--- config.mk ---
export PLATFORM = sky130hd
export DESIGN_NAME = cmp_dx_sched
export DESIGN_NICKNAME = d
export VERILOG_FILES = /design/src/rtl/cmp_dx_sched.sv
export SDC_FILE = /design/constraint.sdc
export NUM_CORES = 1
export LEC_CHECK = 0
export CAP_MARGIN = 20
export CORE_MARGIN = 4
export CORE_UTILIZATION = 40
export CTS_BUF_LIST = sky130_fd_sc_hd__clkbuf_8
export CTS_CLUSTER_DIAMETER = 80
export DETAILED_ROUTE_END_ITERATION = 12
export HOLD_SLACK_MARGIN = 0.1
export PLACE_DENSITY = 0.82
export SLEW_MARGIN = 20
export SYNTH_ARGS = -nofsm -noshare
export SYNTH_HDL_FRONTEND = slang
export SYNTH_SLANG_ARGS = --single-unit
--- constraint.sdc ---
create_clock -name clk -period 11.47 [get_ports clk]
set_input_delay 2.294 -clock clk [delete_from_list [all_inputs] [get_ports clk]]
set_output_delay 2.294 -clock clk [all_outputs]
set_load 0.05 [all_outputs]
--- src/rtl/cmp_dx_sched.sv ---
// Two-requester scheduler for one duplex magnitude comparator: packs compatible narrow
// compares into a single duplex issue, otherwise round-robins full-width issues.
// Optional counters: define CMP_DX_SCHED_STATS_EN to add stat_pair/stat_single.
module cmp_dx_sched #(
  parameter int WIDTH    = 24,
  parameter int P1_WIDTH = 16
) (
  input  logic             clk,
  input  logic             rst,
  input  logic             req0_valid,
  output logic             req0_ready,
  input  logic [WIDTH-1:0] req0_a,
  input  logic [WIDTH-1:0] req0_b,
  input  logic             req0_tc,
  input  logic             req0_narrow,
  input  logic             req1_valid,
  output logic             req1_ready,
  input  logic [WIDTH-1:0] req1_a,
  input  logic [WIDTH-1:0] req1_b,
  input  logic             req1_tc,
  input  logic             req1_narrow,
  output logic             rsp0_valid,
  input  logic             rsp0_ready,
  output logic             rsp0_lt,
  output logic             rsp0_eq,
  output logic             rsp0_gt,
  output logic             rsp1_valid,
  input  logic             rsp1_ready,
  output logic             rsp1_lt,
  output logic             rsp1_eq,
  output logic             rsp1_gt
`ifdef CMP_DX_SCHED_STATS_EN
  ,
  output logic [15:0]      stat_pair,
  output logic [15:0]      stat_single
`endif
);

  localparam int P2_WIDTH = WIDTH - P1_WIDTH;

  // Result encoding {lt, eq, gt}; operands arrive already extended by one bit.
  function automatic logic [2:0] mag_cmp(input logic signed [WIDTH:0] x,
                                         input logic signed [WIDTH:0] y);
    logic [2:0] r;
    r[2] = (x < y);
    r[1] = (x == y);
    r[0] = (x > y);
    return r;
  endfunction

  logic slot0, slot1, elig0, elig1;
  logic pair, grant0, grant1;

  logic [WIDTH-1:0] req0_a_ext, req0_b_ext, req1_a_ext, req1_b_ext;

  logic [WIDTH-1:0] op_a, op_b;
  logic             op_tc, op_dplx;

  logic signed [WIDTH:0] full_a, full_b, p1_a, p1_b, p2_a, p2_b;
  logic [2:0] res_full, res_p1, res_p2, res_rsp0, res_rsp1;

  logic       rsp0_valid_d, rsp0_valid_q, rsp1_valid_d, rsp1_valid_q;
  logic [2:0] rsp0_res_d, rsp0_res_q, rsp1_res_d, rsp1_res_q;
  logic       last_grant_d, last_grant_q;

  // Arbitration
  always_comb begin
    slot0  = !rsp0_valid_q || rsp0_ready;
    slot1  = !rsp1_valid_q || rsp1_ready;
    elig0  = req0_valid && slot0;
    elig1  = req1_valid && slot1;
    pair   = elig0 && elig1 && req0_narrow && req1_narrow && (req0_tc == req1_tc);
    grant0 = pair || (elig0 && (!elig1 || last_grant_q));
    grant1 = pair || (elig1 && (!elig0 || !last_grant_q));
  end

  assign req0_ready = grant0;
  assign req1_ready = grant1;

  // Unpaired narrow operands widen according to their own signedness.
  always_comb begin
    req0_a_ext = {{P2_WIDTH{req0_tc & req0_a[P1_WIDTH-1]}}, req0_a[P1_WIDTH-1:0]};
    req0_b_ext = {{P2_WIDTH{req0_tc & req0_b[P1_WIDTH-1]}}, req0_b[P1_WIDTH-1:0]};
    req1_a_ext = {{P1_WIDTH{req1_tc & req1_a[P2_WIDTH-1]}}, req1_a[P2_WIDTH-1:0]};
    req1_b_ext = {{P1_WIDTH{req1_tc & req1_b[P2_WIDTH-1]}}, req1_b[P2_WIDTH-1:0]};
  end

  // Operand steering into the shared comparator
  always_comb begin
    op_a    = '0;
    op_b    = '0;
    op_tc   = 1'b0;
    op_dplx = 1'b0;
    if (pair) begin
      op_a    = {req1_a[P2_WIDTH-1:0], req0_a[P1_WIDTH-1:0]};
      op_b    = {req1_b[P2_WIDTH-1:0], req0_b[P1_WIDTH-1:0]};
      op_tc   = req0_tc;
      op_dplx = 1'b1;
    end else if (grant0) begin
      op_a  = req0_narrow ? req0_a_ext : req0_a;
      op_b  = req0_narrow ? req0_b_ext : req0_b;
      op_tc = req0_tc;
    end else if (grant1) begin
      op_a  = req1_narrow ? req1_a_ext : req1_a;
      op_b  = req1_narrow ? req1_b_ext : req1_b;
      op_tc = req1_tc;
    end
  end

  // Duplex comparator: full-width lane plus two independent part lanes
  always_comb begin
    full_a = {op_tc & op_a[WIDTH-1], op_a};
    full_b = {op_tc & op_b[WIDTH-1], op_b};
    p1_a   = {{(P2_WIDTH+1){op_tc & op_a[P1_WIDTH-1]}}, op_a[P1_WIDTH-1:0]};
    p1_b   = {{(P2_WIDTH+1){op_tc & op_b[P1_WIDTH-1]}}, op_b[P1_WIDTH-1:0]};
    p2_a   = {{(P1_WIDTH+1){op_tc & op_a[WIDTH-1]}}, op_a[WIDTH-1:P1_WIDTH]};
    p2_b   = {{(P1_WIDTH+1){op_tc & op_b[WIDTH-1]}}, op_b[WIDTH-1:P1_WIDTH]};
    res_full = mag_cmp(full_a, full_b);
    res_p1   = mag_cmp(p1_a, p1_b);
    res_p2   = mag_cmp(p2_a, p2_b);
    res_rsp0 = op_dplx ? res_p1 : res_full;
    res_rsp1 = op_dplx ? res_p2 : res_full;
  end

  // Response registers and round-robin pointer next state
  always_comb begin
    rsp0_valid_d = rsp0_valid_q;
    rsp0_res_d   = rsp0_res_q;
    rsp1_valid_d = rsp1_valid_q;
    rsp1_res_d   = rsp1_res_q;
    last_grant_d = last_grant_q;
    if (grant0) begin
      rsp0_valid_d = 1'b1;
      rsp0_res_d   = res_rsp0;
    end else if (rsp0_ready) begin
      rsp0_valid_d = 1'b0;
    end
    if (grant1) begin
      rsp1_valid_d = 1'b1;
      rsp1_res_d   = res_rsp1;
    end else if (rsp1_ready) begin
      rsp1_valid_d = 1'b0;
    end
    if (!pair && elig0 && elig1) begin
      last_grant_d = grant1;
    end
  end

  always_ff @(posedge clk) begin
    if (rst) begin
      rsp0_valid_q <= 1'b0;
      rsp1_valid_q <= 1'b0;
      rsp0_res_q   <= '0;
      rsp1_res_q   <= '0;
      last_grant_q <= 1'b1;
    end else begin
      rsp0_valid_q <= rsp0_valid_d;
      rsp1_valid_q <= rsp1_valid_d;
      rsp0_res_q   <= rsp0_res_d;
      rsp1_res_q   <= rsp1_res_d;
      last_grant_q <= last_grant_d;
    end
  end

  assign rsp0_valid = rsp0_valid_q;
  assign rsp1_valid = rsp1_valid_q;
  assign {rsp0_lt, rsp0_eq, rsp0_gt} = rsp0_res_q;
  assign {rsp1_lt, rsp1_eq, rsp1_gt} = rsp1_res_q;

`ifdef CMP_DX_SCHED_STATS_EN
  logic [15:0] stat_pair_d, stat_pair_q, stat_single_d, stat_single_q;

  // Saturating issue counters
  always_comb begin
    stat_pair_d   = stat_pair_q;
    stat_single_d = stat_single_q;
    if (pair && (stat_pair_q != 16'hFFFF)) begin
      stat_pair_d = stat_pair_q + 16'd1;
    end
    if (!pair && (grant0 || grant1) && (stat_single_q != 16'hFFFF)) begin
      stat_single_d = stat_single_q + 16'd1;
    end
  end

  always_ff @(posedge clk) begin
    if (rst) begin
      stat_pair_q   <= '0;
      stat_single_q <= '0;
    end else begin
      stat_pair_q   <= stat_pair_d;
      stat_single_q <= stat_single_d;
    end
  end

  assign stat_pair   = stat_pair_q;
  assign stat_single = stat_single_q;
`endif

endmodule

Word-level counts from Yosys, hierarchy flattened
Cells that the tools add are included.
W data, S select, Z words.
{"block": "totals", "ff_bits": 9, "output_inout_bits": 10, "elab_cells": 67}
{"block": "classes", "magnitude_cmp": 6, "n_eq_ne": 4, "mux": 20, "bitwise": 8, "n_reduce_logical": 24}
{"op": "$mux W24", "n": 10}
{"op": "$eq A25 B25 Y1", "n": 1}
{"op": "$gt A25 B25 Y1", "n": 1}
{"op": "$lt A25 B25 Y1", "n": 1}
{"op": "$eq A17 B17 Y1", "n": 1}
{"op": "$gt A17 B17 Y1", "n": 1}
{"op": "$lt A17 B17 Y1", "n": 1}
{"op": "$logic_and A1 B1 Y1", "n": 10}
{"op": "$eq A9 B9 Y1", "n": 1}
{"op": "$gt A9 B9 Y1", "n": 1}
{"op": "$lt A9 B9 Y1", "n": 1}
{"op": "$and A1 B1 Y1", "n": 8}
{"op": "$mux W1", "n": 8}
{"op": "$logic_not A1 Y1", "n": 6}
{"op": "$logic_or A1 B1 Y1", "n": 6}
{"op": "$mux W3", "n": 2}
{"op": "$reduce_bool A2 Y1", "n": 2}
{"op": "$eq A1 B1 Y1", "n": 1}

Longest topological paths before layout
Gate-level depths: netlist of run 1.
{"block": "logic_depth", "ltp_word": 14, "depth_mapped": 17, "depth_no_buf": 16}

Worst setup path after synthesis of run 1
OpenSTA, ideal clock, no wires.
{"block": "synth_timing", "path_type": "input -> output", "start": "input rsp0_ready", "end": "output req1_ready", "arrival_time_ps": 3724, "t_required_ps": 9176, "slack_ps": 5452, "cell_stages": 4, "n_path_buf": 0, "path_cell_list": "nand2b_1 nand2_1 nor2_1 a21oi_1"}
{"block": "synth_via", "elab_chain_cells": 7, "word_cells_on_any_way": 10}
{"element": "start: declaration", "line": "23", "source": "input logic rsp0_ready,"}
{"element": "$logic_or A1 B1 Y1 *", "line": "68", "source": "slot0 = !rsp0_valid_q || rsp0_ready;"}
{"element": "$logic_and A1 B1 Y1 *", "line": "70", "source": "elig0 = req0_valid && slot0;"}
{"element": "$logic_and A1 B1 Y1 (4 in a row)", "line": "72", "source": "pair = elig0 && elig1 && req0_narrow && req1_narrow && (req0_tc == req1_tc);"}
{"element": "$logic_or A1 B1 Y1 *", "line": "74", "source": "grant1 = pair || (elig1 && (!elig0 || !last_grant_q));"}
{"element": "end: declaration", "line": "17", "source": "output logic req1_ready,"}
Mark *: on every way between the ends. The rest lies on a longest branch, timed or not.

Worst setup path after layout of run 1
{"block": "layout_timing", "start": "input req0_narrow", "end": "output req0_ready"}
{"block": "layout_via", "elab_chain_cells": 4}
{"element": "start: declaration", "line": "15", "source": "input logic req0_narrow,"}
{"element": "$logic_and A1 B1 Y1 (3 in a row)", "line": "72"}
{"element": "$logic_or A1 B1 Y1", "line": "73", "source": "grant0 = pair || (elig0 && (!elig1 || last_grant_q));"}
{"element": "end: declaration", "line": "11", "source": "output logic req0_ready,"}
No other way between the ends.

==> impl_results.md, run 1 <==
- Required @ worst endpoint: 9.18 ns
- HPWL Detailed: 6010 um
- CTS H-tree lvls: 1
- Clock-pin transition on the worst setup and hold timing paths: 0.05 ns
- Final setup violating endpoints: 0
- Post-Place Cell Area: 0.00327 sq mm
- Syn_nets: 435
- Total CTS buffers: 3
- Leakage power: 1.32 nW
- Detailed Route WL: 7370 um
- I/O Buffers: 115
- Area contributors post-synth: ha_1 15%, o21ai_0 11%, dfxtp_1 8.7%
- Chip height: 80.1 um
- Ant. Diodes: 0
- Area of the multi-input gates: 0.00181 sq mm
- Std cell rows: 25
- Largest net degree at the start of global routing: 40
- Arrival @ worst endpoint: 5.36 ns
- Filler cells: 438
- CTS tree: built
- Status: completed
- DRC: 0
- Number of post-CTS setup repair buffers: 0
- Nets: 542
- Max_cap viols: 0
- Yosys warns: 0
- Worst Reg-to-Reg Cells: 16
- Hold Vio Cnt, Final: 0
- Ys flop type: dfxtp_1
- Internal power: 0.143 mW
- Final Critical Period: 7.65 ns
- Vias in the first global route: 2562
- Worst vdd ir: 0.0419 mV
- Grt ovf: 0
- Tightest Pin Transition: 0.702 ns
- Worst setup SP type: input pin
- Synthesized area per cell: 6.83 sq um
- Share of power burned in registers: 15.0%
- Starting Density: 42.6%
- Setup_tns: 0 ns
- Final slew viol count: 0
- Top-level port count: 116
- Via-per-instance ratio: 5.73
- Clock share of power: 15.0%
- Reg area: 180 sq um
- Clk_lat worst skew: 0.24 ns
- Clk buf depth: 2
- Fin cells: 477
- Final Skew: 0.00132 ns
- Global-route wire length before repair: 11600 um
- CP endpoint kind: output pin
- Dominant cell type by area after synthesis: ha_1
- Worst Path Class, Setup: input pin to output pin
- Worst Hold Depth: 1
- Number of synthesized flops with an enable pin: 0
- Drt wl/cell: 15.5 um
- Most common cell after layout, fill and taps aside: clkdlybuf4s50_1
- Synth Cell Area: 0.00208 sq mm
- CP Max Fanout: 36
- Fmax: 131 MHz
- Seq/Total Area, Yosys: 8.67%
- Fraction of layout instances using a drive strength above 1: 5.61%
- Die width: 80.1 um
- Pre-antenna DRT Iters: 4
- Comb power frac: 70.0%
- Ys async rst share: 0%
- GP Congestion: 0.896
- Most frequent cells in the layout: 115 x clkdlybuf4s50_1, 47 x o21ai_0, 32 x nor2_1
- Initial DRC count: 153
- Clk root buf: clkbuf_8
- Area growth from synthesis to layout: 59.8%
- Core area: 0.00488 sq mm
- Post-route ant nets: 0
- Switching Share: 42.6%
- Worst rel slew slack: 52.9%
- Share of the synthesized area in the top cell type: 15.1%
- Resize count post-CTS: 0
- Initial antenna violation count: 0
- Die Area: 0.00641 sq mm
- Post-synth cell types: 56
- Final non-filler cell area: 0.00332 sq mm
- Seq cells post-synth: 9
- NetSw: 0.106 mW
- Placement Setup Slack: 3.86 ns
- Cells after Synth: 304
- Placed Cells: 472
- Final period util: 66.7%
- GRT Overall Usage: 22.0%
- RSZ-0062 raised after global routing: false
- Slack of the critical path: 3.82 ns
- Power Density: 75.0 mW/mm^2
- Worst hold path type: flop to flop
- Post-cts hold buffer count: 0
- Via count: 2731
- Clock sink count: 9
==> critical path, cell delays in order <==
cell	delay, ns
clkdlybuf4s50_1	0.87
nand2_1	0.29
o2111ai_4	0.37
nand2_2	0.14
inv_2	0.46
clkdlybuf4s50_1	0.92
==> metrics by stage <==
| step | hold slack [ns] | power (mW) | util [%] |
|---|---|---|---|
| after floorplan | 0.553 | 0.144 | - |
| after global placement | 0.487 | 0.207 | 66.9 |
| after detailed placement | 0.493 | 0.210 | 66.9 |
| after CTS | 0.499 | 0.248 | 67.9 |
| after global routing | 0.530 | 0.271 | 68.0 |
| final | 0.497 | 0.249 | 68.0 |
==> cell type report <==
type / instances / area share (%)
repair buffers: 118 / 35.4
inverters: 8 / 0.905
clock inverters: 1 / 0.113
well taps: 67 / 2.53
multi-input cells: 271 / 54.4
flip-flops and latches: 9 / 5.43
clock buffers: 3 / 1.24
==> power by group through the flow <==
stage / Clock, mW / Combinational (mW) / Sequential [mW]
finish: 0.0374 / 0.174 / 0.0373
global route: 0.0401 / 0.193 / 0.0378
floorplan: 0 / 0.0954 / 0.0485
CTS: 0.0374 / 0.173 / 0.0374
detailed placement: 0 / 0.172 / 0.0379
global placement: 0 / 0.170 / 0.0378
==> state kept, by name (all words and copies together) (netlist names) <==
name / cells
rsp1_res_q: 3
last_grant_q: 1
rsp1_valid: 1
rsp0_res_q: 3
rsp0_valid: 1
==> cell usage after synthesis, types with 2 or more instances <==
| master | number |
|---|---|
| clkbuf_1 | 10 |
| a221oi_1 | 2 |
| a21oi_1 | 21 |
| and2_1 | 4 |
| dfxtp_1 | 9 |
| nor2b_1 | 6 |
| nand2_2 | 2 |
| nand4_1 | 4 |
| or3_1 | 2 |
| nor3_1 | 5 |
| ha_1 | 25 |
| inv_1 | 7 |
| nand2b_1 | 6 |
| a22o_1 | 9 |
| and3_1 | 3 |
| buf_1 | 6 |
| nand2_1 | 26 |
| a31oi_1 | 10 |
| nand3_1 | 16 |
| o211ai_1 | 2 |
| a22oi_1 | 9 |
| a211o_1 | 2 |
| a211oi_1 | 5 |
| nor2_1 | 32 |
| o21ai_0 | 47 |
| a21o_1 | 2 |
| o21a_1 | 3 |
==> per-layer routing <==
metal / GRT usage, % / part of all wire [%]
met2: 37.4 / 47
met5: 0 / 0
met3: 3.25 / 7.8
met4: 4.90 / 1.3
met1: 29.2 / 44
==> kinds of logic after synthesis <==
| logic type | Yosys count | share of synthesized area (%) |
|---|---|---|
| AO/OA/AOI/OAI | 129 | 42.7 |
| XOR/XNOR | 4 | 2.41 |
| adder cells (fa/ha/maj) | 25 | 15.1 |
| buffers and inverters | 24 | 4.34 |
| flip-flops | 9 | 8.67 |
| multiplexers | 1 | 0.482 |
| AND/OR/NAND/NOR | 112 | 26.3 |
==> worst paths after layout <==
check	startpoint	to	slack [ns]
setup reg to reg	rsp0_valid	rsp0_res_q[2]	7.62
hold / removal	rsp1_res_q[2]	rsp1_res_q[2]	0.50
hold reg to reg	rsp1_res_q[2]	rsp1_res_q[2]	0.50
setup / recovery	req0_narrow	req0_ready	3.82
Note: power is estimated with default switching activity, not from simulation.
==> inputs of run 2 (changes only) <==
--- a/config.mk
+++ b/config.mk
@@ -7,12 +7,12 @@
 export LEC_CHECK = 0
 export CAP_MARGIN = 20
 export CORE_MARGIN = 4
-export CORE_UTILIZATION = 40
+export CORE_UTILIZATION = 36
 export CTS_BUF_LIST = sky130_fd_sc_hd__clkbuf_8
 export CTS_CLUSTER_DIAMETER = 80
 export DETAILED_ROUTE_END_ITERATION = 12
 export HOLD_SLACK_MARGIN = 0.1
-export PLACE_DENSITY = 0.82
+export PLACE_DENSITY = 0.78
 export SLEW_MARGIN = 20
 export SYNTH_ARGS = -nofsm -noshare
 export SYNTH_HDL_FRONTEND = slang
==> constraint.sdc (replaced) <==
create_clock -name clk -period 7 [get_ports clk]
set_input_delay 1.4 -clock clk [delete_from_list [all_inputs] [get_ports clk]]
set_output_delay 1.4 -clock clk [all_outputs]
set_load 0.05 [all_outputs]
==> run 2 against run 1 <==
Net effect: clock skew increased by 0.0022 ns; largest power group unchanged; final cell count increased by 1.0%; worst hold slack better by 0.0012 ns; worst setup slack got worse by 2.7 ns.
==> impl_results.md, run 2 (synthesis results as in run 1) <==
- Status: completed
- Most common cell after layout, fill and taps aside: clkdlybuf4s50_1
- RR Endpoint: rsp0_res_q[2]
- Initial DRC count: 139 (-9.2%)
- Die Area: 0.00705 sq mm (+10%)
- Final non-filler cell area: 0.00333 sq mm (+0.19%)
- Hold Vio Cnt, Final: 0 (unchanged)
- NetSw: 0.172 mW (+62%)
- Total CTS buffers: 3 (unchanged)
- Grt ovf: 0 (unchanged)
- Clk buf depth: 2 (unchanged)
- Reg2reg start: rsp1_valid
- Ant. Diodes: 0 (unchanged)
- Resize count post-CTS: 0 (unchanged)
- Pre-antenna DRT Iters: 4 (unchanged)
- Fraction of layout instances using a drive strength above 1: 5.61% (unchanged)
- Post-cts hold buffer count: 0 (unchanged)
- Comb power frac: 70.4% (+0.4 points)
- Filler cells: 533 (+22%)
- Clk root buf: clkbuf_8
- Clock-pin transition on the worst setup and hold timing paths: 0.04 ns (about the same)
- Clock sink count: 9 (unchanged)
- Drt wl/cell: 15.3 um (-1.0%)
- Vias in the first global route: 2595 (+1.3%)
- Setup_tns: 0 ns (unchanged)
- Hold Crit Start: rsp1_res_q[2]
- Most used cell, CP: clkdlybuf4s50_1
- RSZ-0062 raised after global routing: false
- Top flop regs: rsp0_res_q: 3 flops, rsp1_res_q: 3 flops
- Initial antenna violation count: 0 (unchanged)
- Total power: 0.406 mW (+63%)
- Internal power: 0.234 mW (+64%)
- CP Max Fanout: 36 (unchanged)
- Nets: 542 (unchanged)
- Global-route wire length before repair: 11900 um (+2.9%)
- Std cell rows: 27 (+8.0%)
- Final period util: 83.5%
- Max_cap viols: 0 (unchanged)
- Worst setup SP type: input pin
- Final Skew: 0.00347 ns (+0.00215 ns)
- Number of post-CTS setup repair buffers: 0 (unchanged)
- Via count: 2673 (-2.1%)
- DRC: 0 (unchanged)
- Worst vdd ir: 0.0751 mV (+79%)
- Detailed Route WL: 7370 um (unchanged)
- Critical-path cell list: clkdlybuf4s50_1 > nand2_1 > o2111ai_4 > nand2_2 > inv_2 > clkdlybuf4s50_1
- Via-per-instance ratio: 5.55 (-3.1%)
- Power Density: 122 mW/mm^2 (+63%)
- Core area: 0.00554 sq mm (+14%)
- Top-level port count: 116 (unchanged)
- Post-Place Cell Area: 0.00328 sq mm (+0.42%)
- I/O Buffers: 115 (unchanged)
- GP Congestion: 0.865 (-3.4%)
- Flop2flop setup slack: 3.21 ns (-4.41 ns)
- Worst path bufs/invs: 3 (unchanged)
- Clk_lat worst skew: 0.23 ns (about the same)
- HPWL Detailed: 6050 um (+0.77%)
- Slowest library cell on the worst path: clkdlybuf4s50_1
- Leakage power: 1.32 nW (unchanged)
- Delay-heaviest family, CP: buffers and inverters
- Post-route ant nets: 0 (unchanged)
- Starting Density: 37.5% (-5.1 points)
- CP peak stage delay: 0.92 ns (about the same)
- Fmax: 171 MHz
- Final design utilization: 60.0% (-8.0 points)
- CTS tree: built
- Largest net degree at the start of global routing: 40 (unchanged)
- Chip height: 84.0 um (+4.9%)
- Switching Share: 42.3% (-0.29 points)
- Worst hold path type: flop to flop
- Worst Hold Depth: 1 (unchanged)
- Tightest Pin Transition: 0.714 ns (+0.0121 ns)
- CP endpoint kind: output pin
- Worst Path Class, Setup: input pin to output pin
- Worst Reg-to-Reg Cells: 15 (-1)
- Arrival @ worst endpoint: 4.45 ns (-0.91 ns)
- Clock share of power: 14.5% (-0.5 points)
- Share of power burned in registers: 15.1% (about the same)
- Most frequent cells in the layout: 115 x clkdlybuf4s50_1, 47 x o21ai_0, 32 x nor2_1
- Worst rel slew slack: 52.1% (-0.81 points)
- Final Critical Period: 5.85 ns
- Area growth from synthesis to layout: 60.1%
- GRT Overall Usage: 19.9% (-2.1 points)
- Final slew viol count: 0 (unchanged)
- Required @ worst endpoint: 5.60 ns (-3.58 ns)
- Die width: 84.0 um (+4.9%)
- Final setup violating endpoints: 0 (unchanged)
- CTS H-tree lvls: 1 (unchanged)
- Worst Hold Endpoint: rsp1_res_q[2]
## run 2: cell counts in the layout (fill, tap and decap cells not counted)
Identical to the previous run, type by type.
## run 2: final cells by class
cell class | count | area [sq um] | share of cell area, %
multi-input cells | 271 | 1810 | 54.3
clock buffers | 3 | 41.3 | 1.24
flip-flops and latches | 9 | 180 | 5.42
clock inverters | 1 | 3.75 | 0.113
repair buffers | 118 | 1170 | 35.3
inverters | 8 | 30.0 | 0.903
well taps | 72 | 90.1 | 2.71
## run 2: stage by stage
| step | instances | hold slack (ns) | setup WS [ns] |
|---|---|---|---|
| 3_5_place_dp | 478 | 0.489 | 1.22 |
| 6_report | 482 | 0.498 | 1.15 |
| 5_1_grt | 482 | 0.520 | 0.971 |
| 4_1_cts | 482 | 0.500 | 1.20 |
| 2_1_floorplan | 304 | 0.553 | 2.26 |
| 3_3_place_gp | 478 | 0.490 | 1.29 |
## run 2: worst max-delay path by stage
stage | start | end | slack, ns | depth (start not counted)
after floorplan | req1_tc | rsp0_res_q[2] | 2.26 | 15
after global placement | req0_narrow | req0_ready | 1.29 | 6
final | req0_narrow | req0_ready | 1.15 | 6
after CTS | req0_narrow | req0_ready | 1.20 | 6
after global routing | req0_narrow | req0_ready | 0.97 | 6
after detailed placement | req0_narrow | req0_ready | 1.22 | 6
## run 2: per-layer routing
layer  vias to the layer above  GRT usage (%)  wire length (um)
met2                       116           34.8              3410
li1                       1365              -                 -
met3                         4           3.46               558
met4                         0           1.75                22
met5                         -              0                 0
met1                      1188           26.4              3380
## run 2: power by group through the flow
| stage | clock [mW] | sequential [mW] | combinational, mW |
|---|---|---|---|
| floorplan | 0 | 0.0795 | 0.156 |
| global placement | 0 | 0.0620 | 0.280 |
| detailed placement | 0 | 0.0623 | 0.284 |
| CTS | 0.0598 | 0.0613 | 0.286 |
| global route | 0.0633 | 0.0618 | 0.317 |
| finish | 0.0589 | 0.0614 | 0.286 |
